**config.mk**
```make
export PLATFORM = sky130hd
export DESIGN_NAME = counter_ctrl_flat
export DESIGN_NICKNAME = d
export VERILOG_FILES = /design/src/rtl/counter_ctrl_if.sv /design/src/rtl/counter_ctrl.sv /design/src/flat_wrapper.sv
export SDC_FILE = /design/constraint.sdc
export NUM_CORES = 1
export LEC_CHECK = 0
export ABC_CLOCK_PERIOD_IN_PS = 2400
export BUFFER_PORTS_ARGS = -buffer_cell sky130_fd_sc_hd__buf_2
export CORE_MARGIN = 3
export CORE_UTILIZATION = 55
export DETAILED_ROUTE_END_ITERATION = 12
export PLACE_DENSITY = 0.78
export SLEW_MARGIN = 20
export SYNTH_ARGS = -nofsm -noshare
export SYNTH_HDL_FRONTEND = slang
export SYNTH_SLANG_ARGS = --single-unit
export TNS_END_PERCENT = 100
```
**constraint.sdc**
```tcl
create_clock -name clk -period 2.4 [get_ports clk]
set_input_delay 0 -clock clk [delete_from_list [all_inputs] [get_ports clk]]
set_output_delay 0 -clock clk [all_outputs]
set_load 0.03 [all_outputs]
```
**src/rtl/counter_ctrl_if.sv**
```systemverilog
// Control/status bundle for counter_ctrl: command strobes and terminal-count load in,
// count/state/busy/done out.
interface counter_ctrl_if #(
  parameter int WIDTH = 12
);
  logic             start;
  logic             pause;
  logic             clear;
  logic             step;
  logic             load_max;
  logic [WIDTH-1:0] max_in;
  logic [WIDTH-1:0] count;
  logic [1:0]       state;
  logic             busy;
  logic             done;

  modport master (
    output start, pause, clear, step, load_max, max_in,
    input  count, state, busy, done
  );

  modport slave (
    input  start, pause, clear, step, load_max, max_in,
    output count, state, busy, done
  );
endinterface

```
**src/rtl/counter_ctrl.sv**
```systemverilog
// Start/pause/clear controlled up-counter with a loadable terminal count and a done pulse.
// Define COUNTER_CTRL_AUTORELOAD_EN to wrap to 0 and keep running at terminal count.
module counter_ctrl #(
  parameter int               WIDTH       = 12,
  parameter logic [WIDTH-1:0] DEFAULT_MAX = WIDTH'(15)
) (
  input  logic          clk,
  input  logic          reset,
  counter_ctrl_if.slave bus
);

  // state | meaning
  // IDLE  | count held at 0, terminal count may be loaded
  // RUN   | count advances on each step until terminal
  // PAUSE | count frozen, start resumes
  // DONE  | terminal reached, count held at max until start/clear
  typedef enum logic [1:0] {
    IDLE  = 2'd0,
    RUN   = 2'd1,
    PAUSE = 2'd2,
    DONE  = 2'd3
  } state_e;

  state_e           state_q, state_d;
  logic [WIDTH-1:0] count_q, count_d;
  logic [WIDTH-1:0] max_q, max_d;
  logic             done_q, done_d;

  always_ff @(posedge clk or negedge reset) begin
    if (!reset) begin
      state_q <= IDLE;
      count_q <= '0;
      max_q   <= DEFAULT_MAX;
      done_q  <= 1'b0;
    end else begin
      state_q <= state_d;
      count_q <= count_d;
      max_q   <= max_d;
      done_q  <= done_d;
    end
  end

  always_comb begin
    state_d = state_q;
    count_d = count_q;
    max_d   = max_q;
    done_d  = 1'b0;
    if (bus.clear) begin
      state_d = IDLE;
      count_d = '0;
    end else begin
      case (state_q)
        IDLE: begin
          count_d = '0;
          if (bus.load_max) max_d = bus.max_in;
          if (bus.start) state_d = RUN;
        end
        RUN: begin
          if (!bus.start && bus.pause) begin
            state_d = PAUSE;
          end else if (bus.step) begin
            // max cannot change outside IDLE, so >= is equality in practice
            if (count_q >= max_q) begin
              done_d = 1'b1;
`ifdef COUNTER_CTRL_AUTORELOAD_EN
              count_d = '0;
`else
              state_d = DONE;
              count_d = max_q;
`endif
            end else begin
              count_d = count_q + 1'b1;
            end
          end
        end
        PAUSE: begin
          if (bus.start) state_d = RUN;
        end
        DONE: begin
          if (bus.start) begin
            state_d = RUN;
            count_d = '0;
          end
        end
        default: begin
          state_d = IDLE;
          count_d = '0;
        end
      endcase
    end
  end

  assign bus.count = count_q;
  assign bus.state = state_q;
  assign bus.done  = done_q;
  assign bus.busy  = (state_q == RUN) || (state_q == PAUSE);

endmodule

```
**src/flat_wrapper.sv**
```systemverilog
// flat-port wrapper written by rule: the top's interface ports become plain ports
module counter_ctrl_flat 
#(
  parameter int               WIDTH       = 12,
  parameter logic [WIDTH-1:0] DEFAULT_MAX = WIDTH'(15)
)
  (clk, reset, bus_start, bus_pause, bus_clear, bus_step, bus_load_max, bus_max_in, bus_count, bus_state, bus_busy, bus_done);
  counter_ctrl_if #(.WIDTH(WIDTH)) bus_i ();
  input  logic clk;
  input  logic reset;
  input wire logic [$bits(bus_i.start)-1:0] bus_start;
  input wire logic [$bits(bus_i.pause)-1:0] bus_pause;
  input wire logic [$bits(bus_i.clear)-1:0] bus_clear;
  input wire logic [$bits(bus_i.step)-1:0] bus_step;
  input wire logic [$bits(bus_i.load_max)-1:0] bus_load_max;
  input wire logic [$bits(bus_i.max_in)-1:0] bus_max_in;
  output wire logic [$bits(bus_i.count)-1:0] bus_count;
  output wire logic [$bits(bus_i.state)-1:0] bus_state;
  output wire logic [$bits(bus_i.busy)-1:0] bus_busy;
  output wire logic [$bits(bus_i.done)-1:0] bus_done;
  assign bus_i.start = bus_start;
  assign bus_i.pause = bus_pause;
  assign bus_i.clear = bus_clear;
  assign bus_i.step = bus_step;
  assign bus_i.load_max = bus_load_max;
  assign bus_i.max_in = bus_max_in;
  assign bus_count = bus_i.count;
  assign bus_state = bus_i.state;
  assign bus_busy = bus_i.busy;
  assign bus_done = bus_i.done;
  counter_ctrl #(.WIDTH(WIDTH), .DEFAULT_MAX(DEFAULT_MAX)) u_core (.clk(clk), .reset(reset), .bus(bus_i));
endmodule
```
## After elaboration in Yosys (flattened, before gate mapping)

Cells that the tools add are included.

- $add $sub $neg: 1
- $mul: 0
- Divide/modulo/power cells: 0
- Order comparisons: 1
- Equality and inequality tests: 9
- Shift-type cells: 0
- Mux-type cells: 17
- Bitwise logic cells: 1
- Reductions and logical operators: 9

Operator list:

| operator | number |
|---|---|
| 2-to-1 mux 12 bit | 5 |
| one-hot mux 12 bit (3 select lines) | 1 |
| adder 12 x 1 -> 12 bit, second input constant | 1 |
| greater-or-equal comparator 12 bit | 1 |
| 2-to-1 mux 2 bit | 5 |
| != test 3 bit, second input constant | 3 |
| AND reduction 3 bit | 2 |
| 2-to-1 mux 1 bit | 5 |
| equality test 2 bit, second input constant | 2 |
| != test 4 x 2 -> 1 bit, second input constant | 1 |
| != test 4 x 3 -> 1 bit, second input constant | 1 |
| one-hot mux 2 bit (2 select lines) | 1 |
| AND reduction 4 bit | 1 |
| nonzero test 4 bit | 1 |
| != test 3 x 1 -> 1 bit, second input constant | 1 |
| OR reduction 3 bit | 1 |
| equality test 2 x 1 -> 1 bit, second input constant | 1 |
| zero test 2 bit | 1 |
| logical AND 1 bit | 1 |
| zero test 1 bit | 1 |
| logical OR 1 bit | 1 |
| NOT 1 bit | 1 |

- Bits in registers: 27
- Bits in latches: 0
- Bits in writable memories: 0
- Memory bits (read-only): 0
- Bits of input ports: 19
- Output and inout port bits: 16
- Word-level logic and storage cells: 42
- Memories kept: 0

## Logic depth before layout (Yosys ltp)

Gate-level depths: netlist of the first run.

- Depth after elaboration: 6
- Gate-level depth with buffers: 9
- Depth with buffers taken out: 7

## Worst setup path after synthesis of the first run

No wires, ideal clock.

- Path kind: reg-to-reg
- From: register u_core.count_q[11] (netlist: u_core.bus.count[11])
- To: register u_core.count_q[0] (netlist: u_core.bus.count[0])
- Library setup time: 0.126 ns
- Arrival time: 1.911 ns
- Data required time: 2.274 ns
- Path slack: 0.363 ns
- Stages on the path, launching flop included: 8
- Path buffers: 1
- Period minus slack after synthesis: 2.037 ns
- Path through: dfrtp_1 -> ha_1 -> nand4_1 -> nor3_2 -> a22oi_2 -> and2_4 -> buf_4 -> a221o_1

- Word-level cells in the longest chain between the ends: 6

RTL lines:

| element | line | source |
|---|---|---|
| from (decl) | counter_ctrl.sv:25 | `logic [WIDTH-1:0] count_q, count_d;` |
| from (signal assigned) | counter_ctrl.sv:37 | `count_q <= count_d;` |
| greater-or-equal comparator 12 bit | counter_ctrl.sv:63 | `if (count_q >= max_q) begin` |
| 2-to-1 mux 12 bit | counter_ctrl.sv:63 |  |
| 2-to-1 mux 12 bit | counter_ctrl.sv:61 | `end else if (bus.step) begin` |
| 2-to-1 mux 12 bit | counter_ctrl.sv:59 | `if (!bus.start && bus.pause) begin` |
| one-hot mux 12 bit (3 select lines) | counter_ctrl.sv:52 | `case (state_q)` |
| 2-to-1 mux 12 bit | counter_ctrl.sv:48 | `if (bus.clear) begin` |

No other way between the ends. The select of a mux whose other input is x is not followed.
A chain may end at the register's enable or synchronous reset.

## Worst setup path after layout of the first run

- From: register u_core.count_q[0] (netlist: u_core.bus.count[0])
- To: register u_core.count_q[3] (netlist: u_core.bus.count[3])

- Word-level cells in the longest chain between the ends: 6
- Elaborated cells on any way between the ends: 7
- Those cells by class: 1 x add/sub; 1 x order compare; 5 x mux

RTL lines:

| element | line |
|---|---|
| adder 12 x 1 -> 12 bit or greater-or-equal comparator 12 bit (tied branches) | counter_ctrl.sv:72, counter_ctrl.sv:63 |
| 2-to-1 mux 12 bit * | counter_ctrl.sv:63 |
| 2-to-1 mux 12 bit * | counter_ctrl.sv:61 |
| 2-to-1 mux 12 bit * | counter_ctrl.sv:59 |
| one-hot mux 12 bit (3 select lines) * | counter_ctrl.sv:52 |
| 2-to-1 mux 12 bit * | counter_ctrl.sv:48 |

Mark *: on every way between the ends. The rest lies on a longest branch, timed or not. The select of a mux whose other input is x is not followed.

==> impl_results.md, run 1 <==
* RSZ-0062 raised after global routing: no
* Post-route ant nets at 0
* Comb pwr share at 26.0%
* Core area at roughly 3100 µm²
* Fillers at around 260
* Reg area at 680.7 µm²
* CP arrival at 2.36 ns
* Die area at around 4000 µm²
* Dpl hpwl at 3031 µm
* Synth area leaders: dfrtp_1 32%, ha_1 11%, mux2_2 7.5%
* Worst-margin pin slew at roughly 0.64 ns
* CP endpoint kind: flop
* Footprint of the multi-input gates at 1011 µm²
* DR iter-0 viols at 100
* Share of layout cells above drive strength 1 at 27.23%
* Final setup violation count at 0
* Fin. Hold Viols at 0
* Critical Path Source Type: flop
* Worst skew pair latency at 0.33 ns
* Routed vias/inst at 5.989
* Data required time of the worst path at between 2 and 3 ns
* Fmax at 0.4653 GHz
* Synth Instances at 187
* Starting Density at 58.33%
* DRC Markers at 0
* Clk sinks at 27
* I/O Pins at 35
* Status: completed
* Async SR Flop Fraction at 100.0%
* Share of the synthesized area in the top cell type at 32.06%
* Die H at roughly 63 µm
* Tmin final at 2.149 ns
* 1st-pass router iterations at 4
* Setup tns final at 0 ns
* Mapped Area at 1795 µm²
* Seq cells post-synth at 27
* Dominant cell type by area after synthesis: dfrtp_1
* Drt wl/cell at 15.41 µm
* Clk root buf: clkbuf_4
* Max-cap violations at 0
* DRT Wirelength at 4299 µm
* Fin nets at 271
* GRT Util Overall at 22.72%
* Synthesized area per cell at roughly 9.6 µm²
* Switch share at slightly above 30%
* Synth cell count leaders: 23 x dfrtp_1, 17 x inv_1, 16 x ha_1, 15 x nand2_1, 12 x mux2_2
* Final GP Congestion at slightly above 0.8
* Total grt overflow at 0
* Max_slew headroom at 57.24%
* Vias in the first global route at 1662
* Final Cycle Share at 89.55%
* Post-synthesis sequential area ratio at 37.91%
* Post CTS Setup Buffer Count at 0
* Netlist cell types at 41
* Fin. max-slew vios at 0
* Antenna cells at 0
* Mapped Nets at 222
* Count leader, synth: dfrtp_1
* Pwr/cell area at 465.5 nW/µm²
* Dpl cell area at 2007 µm²
* Critical path fanouts, max at 14
* Clock Tree Buf Depth at 2
* CTS tree: done
* P_sw at 315.0 µW
* Largest net degree at the start of global routing at 28
* Main synth FF type: dfrtp_1
* Die width at 63.14 µm
* Post-route cell area at 2188 µm²
* Post-synth EDFFs at 0
* Worst min path class: in -> reg
* Row cnt at 20
* First-pass GRT wire length at 7341 µm
* Worst-case vdd ir drop at 320.1 µV
* P&R area growth vs syn at 21.88%
* Reg power frac at 53.8%
* Clock network power share at 20.1%
* Initial antenna violation count at 0
* Setup CP Type: reg -> reg
* Number of H-tree levels at 1
* CTS Buf Count at 3
* Clock Skews at 0.003748 ns
* Via count at 1671
* I/O Buffers at 34
* Reg clk slew, reported paths at around 0.15 ns
* P_leak at approximately 0.0011 µW
* Synth Warn # at 0
* Internal Power at 703.6 µW
## cell type report
type,count,area share (%)
Tap cell,44,2.516
Multi-Input combinational cell,134,46.20
Timing Repair Buffer,53,16.01
Inverter,17,2.916
Clock buffer,3,1.029
Clock inverter,1,0.2287
Sequential cell,27,31.10
## critical path, stage by stage, from the launching register on
cell and delay, ns:
dfrtp_1 0.51, inv_1 0.08, ha_1 0.30, nor3b_1 0.16, o21ai_0 0.16, a22oi_2 0.34
and2_4 0.33, o311ai_0 0.15
## per-layer routing
layer	GRT usage, %	up-vias	share of wire [%]
met5	0	-	0
met4	9.642	0	2.1
met3	3.565	11	5.2
met2	39.53	56	50
met1	27.71	805	43
li1	-	799	-
## registers in the layout, indices dropped and copies added, names as in the netlist
| name | count |
|---|---|
| u_core.bus.count | 12 |
| u_core.bus.done | 1 |
| u_core.max_q | 12 |
| u_core.bus.state | 2 |
## kinds of logic after synthesis
logic type      after synthesis  share of synthesized area [%]
simple gates                 60                          18.12
buf+inv                      26                          5.993
flops                        27                          37.91
compound gates               46                          19.30
mux                          12                          7.526
fa+ha+maj                    16                          11.15
## path summary, 6_finish.rpt
path	startpoint	end	cells past startpoint	slack (ns)
max in group asynchronous	reset	u_core.bus.count[6]$_DFFE_PN0P_	2	1.82
min in group asynchronous	reset	u_core.bus.done$_DFF_PN0_	2	0.19
worst max-delay path	u_core.bus.count[0]$_DFFE_PN0P_	u_core.bus.count[3]$_DFFE_PN0P_	7	0.25
worst max register to register	u_core.bus.count[0]$_DFFE_PN0P_	u_core.bus.count[3]$_DFFE_PN0P_	7	0.25
worst min-delay path	bus_start	u_core.bus.state[0]$_DFFE_PN0P_	4	0.11
worst min register to register	u_core.max_q[7]$_DFFE_PN0P_	u_core.max_q[7]$_DFFE_PN0P_	1	0.52
## power by group through the flow
stage	clock [µW]	combinational (µW)	sequential, µW
after CTS	211	263	549
after global placement	0	236	556
after global routing	229	300	556
after detailed placement	0	244	559
after floorplan	0	168	557
final	205	265	548
## per-stage QoR
stage | power, µW | cells | util, % | worst slack, ns | hold WS, ns
3_3_place_gp | 791.1 | 260 | 65.20 | 0.3383 | 0.03289
4_1_cts | 1024 | 279 | 70.98 | 0.1675 | 0.08326
2_1_floorplan | 725.8 | 187 | - | 0.3625 | -0.2956
6_report | 1019 | 279 | 71.10 | 0.2508 | 0.1088
5_1_grt | 1085 | 279 | 71.10 | 0.1260 | 0.1212
3_5_place_dp | 802.1 | 260 | 65.20 | 0.2046 | 0.04634
## placed cells by master, fill, tap and decap left out, types with 2 or more instances in the layout
cell type       n
ha_1           16
o311ai_0        4
clkbuf_4        3
and2_1          3
dfrtp_1        23
o2111ai_1       2
nor3b_1         4
o211ai_1        6
dlygate4sd3_1  15
nor3_1          6
buf_4           4
o311ai_1        6
a221o_1         2
nor2_1          7
a21o_1          2
dfstp_2         4
and3_1          6
a32oi_1         2
nand3_1         4
nand2_1        15
nand4_1         5
inv_1          17
a21oi_1         7
nor4_1          3
o21ai_0         6
mux2_2         12
o211a_1         2
buf_2          34
## repair_timing
item,4_1_cts,5_1_grt
gates resized for setup,0,1
setup endpoints to repair,0,1
hold buffers,15,0
endpoints found under the hold margin,38,0
No activity file was read; power rests on OpenSTA's default activity.
==> run 2, diff against run 1 <==
--- a/config.mk
+++ b/config.mk
@@ -10,7 +10,7 @@
 export CORE_MARGIN = 3
 export CORE_UTILIZATION = 55
 export DETAILED_ROUTE_END_ITERATION = 12
-export PLACE_DENSITY = 0.78
+export PLACE_DENSITY = 0.89
 export SLEW_MARGIN = 20
 export SYNTH_ARGS = -nofsm -noshare
 export SYNTH_HDL_FRONTEND = slang
==> run 2 against run 1 <==
Worst setup slack improved by 0.078 ns. Clock power is essentially flat. Critical path depth rose by 1. Fmax is 3.8% higher. Global-route usage is 0.39 points higher. Wire length down 0.81%. Register-to-register slack better by 0.08 ns.
==> impl_results.md, run 2 (synthesis gave the netlist of run 1 again) <==
* Status: completed
* Setup tns final at 0 ns (unchanged)
* Worst skew pair latency at 0.34 ns (about the same)
* CTS Buf Count at 3 (unchanged)
* Final Cycle Share at 86.30% (-3.2 points)
* Tot Pwr at 1018 µW (about the same)
* R2R Path End: u_core.bus.count[1]$_DFFE_PN0P_
* I/O Pins at 35 (unchanged)
* Fin. max-slew vios at 0 (unchanged)
* DRT Wirelength at 4264 µm (-0.81%)
* Drt wl/cell at 15.01 µm (-2.6%)
* Worst r2r src: u_core.max_q[1]$_DFFE_PN1P_
* CTS tree: done
* Fin. Hold Viols at 0 (unchanged)
* Final GP Congestion at 0.8917 (+10%)
* Most frequent cells in the layout: 34 x buf_2, 23 x dfrtp_1, 17 x inv_1
* Total grt overflow at 0 (unchanged)
* Worst min path class: in -> reg
* Antenna cells at 0 (unchanged)
* Reg clk slew, reported paths at 0.13 ns (-0.02 ns)
* Post-route ant nets at 0 (unchanged)
* Starting Density at 58.33% (unchanged)
* P_leak at 0.001091 µW (+2.1%)
* Worst-margin pin slew at 0.6875 ns (+0.04802 ns)
* Die H at 63.14 µm (unchanged)
* Hold path start: bus_start
* Data required time of the worst path at 2.63 ns (+0.02 ns)
* Most common cell after layout, fill and taps aside: buf_2
* Pwr/cell area at 458.6 nW/µm² (-1.5%)
* Reg2Reg Setup Slack at 0.33 ns (+0.08 ns)
* Tmin final at 2.071 ns (-0.07797 ns)
* Largest net degree at the start of global routing at 28 (unchanged)
* Clock Skews at 0.01040 ns (+0.006654 ns)
* GRT Util Overall at 23.11% (+0.39 points)
* Hold slack at 0.09818 ns (-0.01059 ns)
* Clk root buf: clkbuf_4
* Critical Path Source Type: flop
* P&R area growth vs syn at 23.69%
* Core area at 3078 µm² (unchanged)
* Footprint of the multi-input gates at 1007 µm² (-0.37%)
* Max_slew headroom at 54.03% (-3.2 points)
* 1st-pass router iterations at 5 (+1)
* Clock Tree Buf Depth at 2 (unchanged)
* Setup CP Type: reg -> reg
* Initial antenna violation count at 0 (unchanged)
* Hold depth at 4 (unchanged)
* Reg area at 680.7 µm² (unchanged)
* Fillers at 240 (-6.6%)
* RSZ-0062 raised after global routing: no
* Reg2Reg Depth at 8 (+1)
* Share of layout cells above drive strength 1 at 27.92% (+0.68 points)
* CP arrival at 2.30 ns (-0.06 ns)
* First-pass GRT wire length at 7465 µm (+1.7%)
* Post CTS Setup Buffer Count at 0 (unchanged)
* Die width at 63.14 µm (unchanged)
* DRC Markers at 0 (unchanged)
* Worst-case vdd ir drop at 402.4 µV (+26%)
* Routed vias/inst at 5.947 (-0.70%)
* Vias in the first global route at 1671 (+0.54%)
* Number of H-tree levels at 1 (unchanged)
* Dpl hpwl at 2994 µm (-1.2%)
* CP endpoint kind: flop
* PostCTS Resize Cnt at 0 (unchanged)
* Worst hold endpoint: u_core.bus.state[0]$_DFFE_PN0P_
* I/O Buffers at 34 (unchanged)
* Row cnt at 20 (unchanged)
* Via count at 1689 (+1.1%)
* Fin nets at 276 (+1.8%)
* Critical path fanouts, max at 7 (-7)
* DR iter-0 viols at 117 (+17%)
* Clk sinks at 27 (unchanged)
* Die area at 3986 µm² (unchanged)
* Final setup violation count at 0 (unchanged)
* Max-cap violations at 0 (unchanged)
* Fmax at 0.4828 GHz (+3.8%)
run 2: cell count changes in the layout (fill, tap and decap cells not counted), sizes merged:
cell | previous run | this run
clkinv | 1 | 0
clkbuf | 3 | 4
buf | 38 | 43
run 2: layout make-up:
| class | count | area share, % |
|---|---|---|
| inverters | 17 | 2.873 |
| well taps | 44 | 2.479 |
| clock buffers | 4 | 1.183 |
| repair buffers | 58 | 17.46 |
| flip-flops and latches | 27 | 30.65 |
| multi-input cells | 134 | 45.35 |
run 2: worst max-delay path, cell delays in order (launching register included):
cell	delay, ns
dfstp_2	0.55
inv_1	0.05
ha_1	0.19
nor3b_1	0.19
o21ai_0	0.15
a22oi_2	0.30
buf_4	0.20
a211oi_1	0.07
a221o_1	0.27
run 2: report_power, final:
part / leakage, µW / internal [µW] / switching, µW
sequential: 0.000344 / 519 / 30.2
combinational: 0.000732 / 123 / 144
clock: 0.0000150 / 65.4 / 136
run 2: routing by layer:
metal  vias to the layer above  wire (µm)  global-route usage, %  share of wire (%)
li1                        806          -                      -                  -
met1                       817       1837                  30.02                 43
met2                        55       2070                  37.81                 49
met3                        11        242                  2.852                5.7
met4                         0        113                  11.57                2.7
met5                         -          0                      0                  0
run 2: metrics by stage:
step | area (µm²) | setup slack, ns | utilization, % | cells
after CTS | 2221 | 0.3267 | 72.15 | 284
after floorplan | 1795 | 0.3625 | - | 187
after detailed placement | 2044 | 0.3505 | 66.42 | 265
final | 2221 | 0.3288 | 72.15 | 284
after global placement | 2044 | 0.3981 | 66.42 | 265
after global routing | 2221 | 0.1199 | 72.15 | 284
run 2: worst max-delay path by stage:
stage                                       to  cells past startpoint                              from
2_1_floorplan  u_core.bus.count[0]$_DFFE_PN0P_                      7  u_core.bus.count[11]$_DFFE_PN0P_
3_3_place_gp   u_core.bus.count[5]$_DFFE_PN0P_                      6   u_core.bus.count[9]$_DFFE_PN0P_
3_5_place_dp   u_core.bus.count[1]$_DFFE_PN0P_                      8       u_core.max_q[1]$_DFFE_PN1P_
4_1_cts        u_core.bus.count[1]$_DFFE_PN0P_                      8       u_core.max_q[1]$_DFFE_PN1P_
5_1_grt        u_core.bus.count[1]$_DFFE_PN0P_                      8       u_core.max_q[1]$_DFFE_PN1P_
6_report       u_core.bus.count[1]$_DFFE_PN0P_                      8       u_core.max_q[1]$_DFFE_PN1P_
run 2: timing repair:
| item | CTS | global route |
|---|---|---|
| endpoints found under the setup margin | 0 | 0 |
| endpoints found under the hold margin | 38 | 0 |
| hold buffers | 15 | 0 |
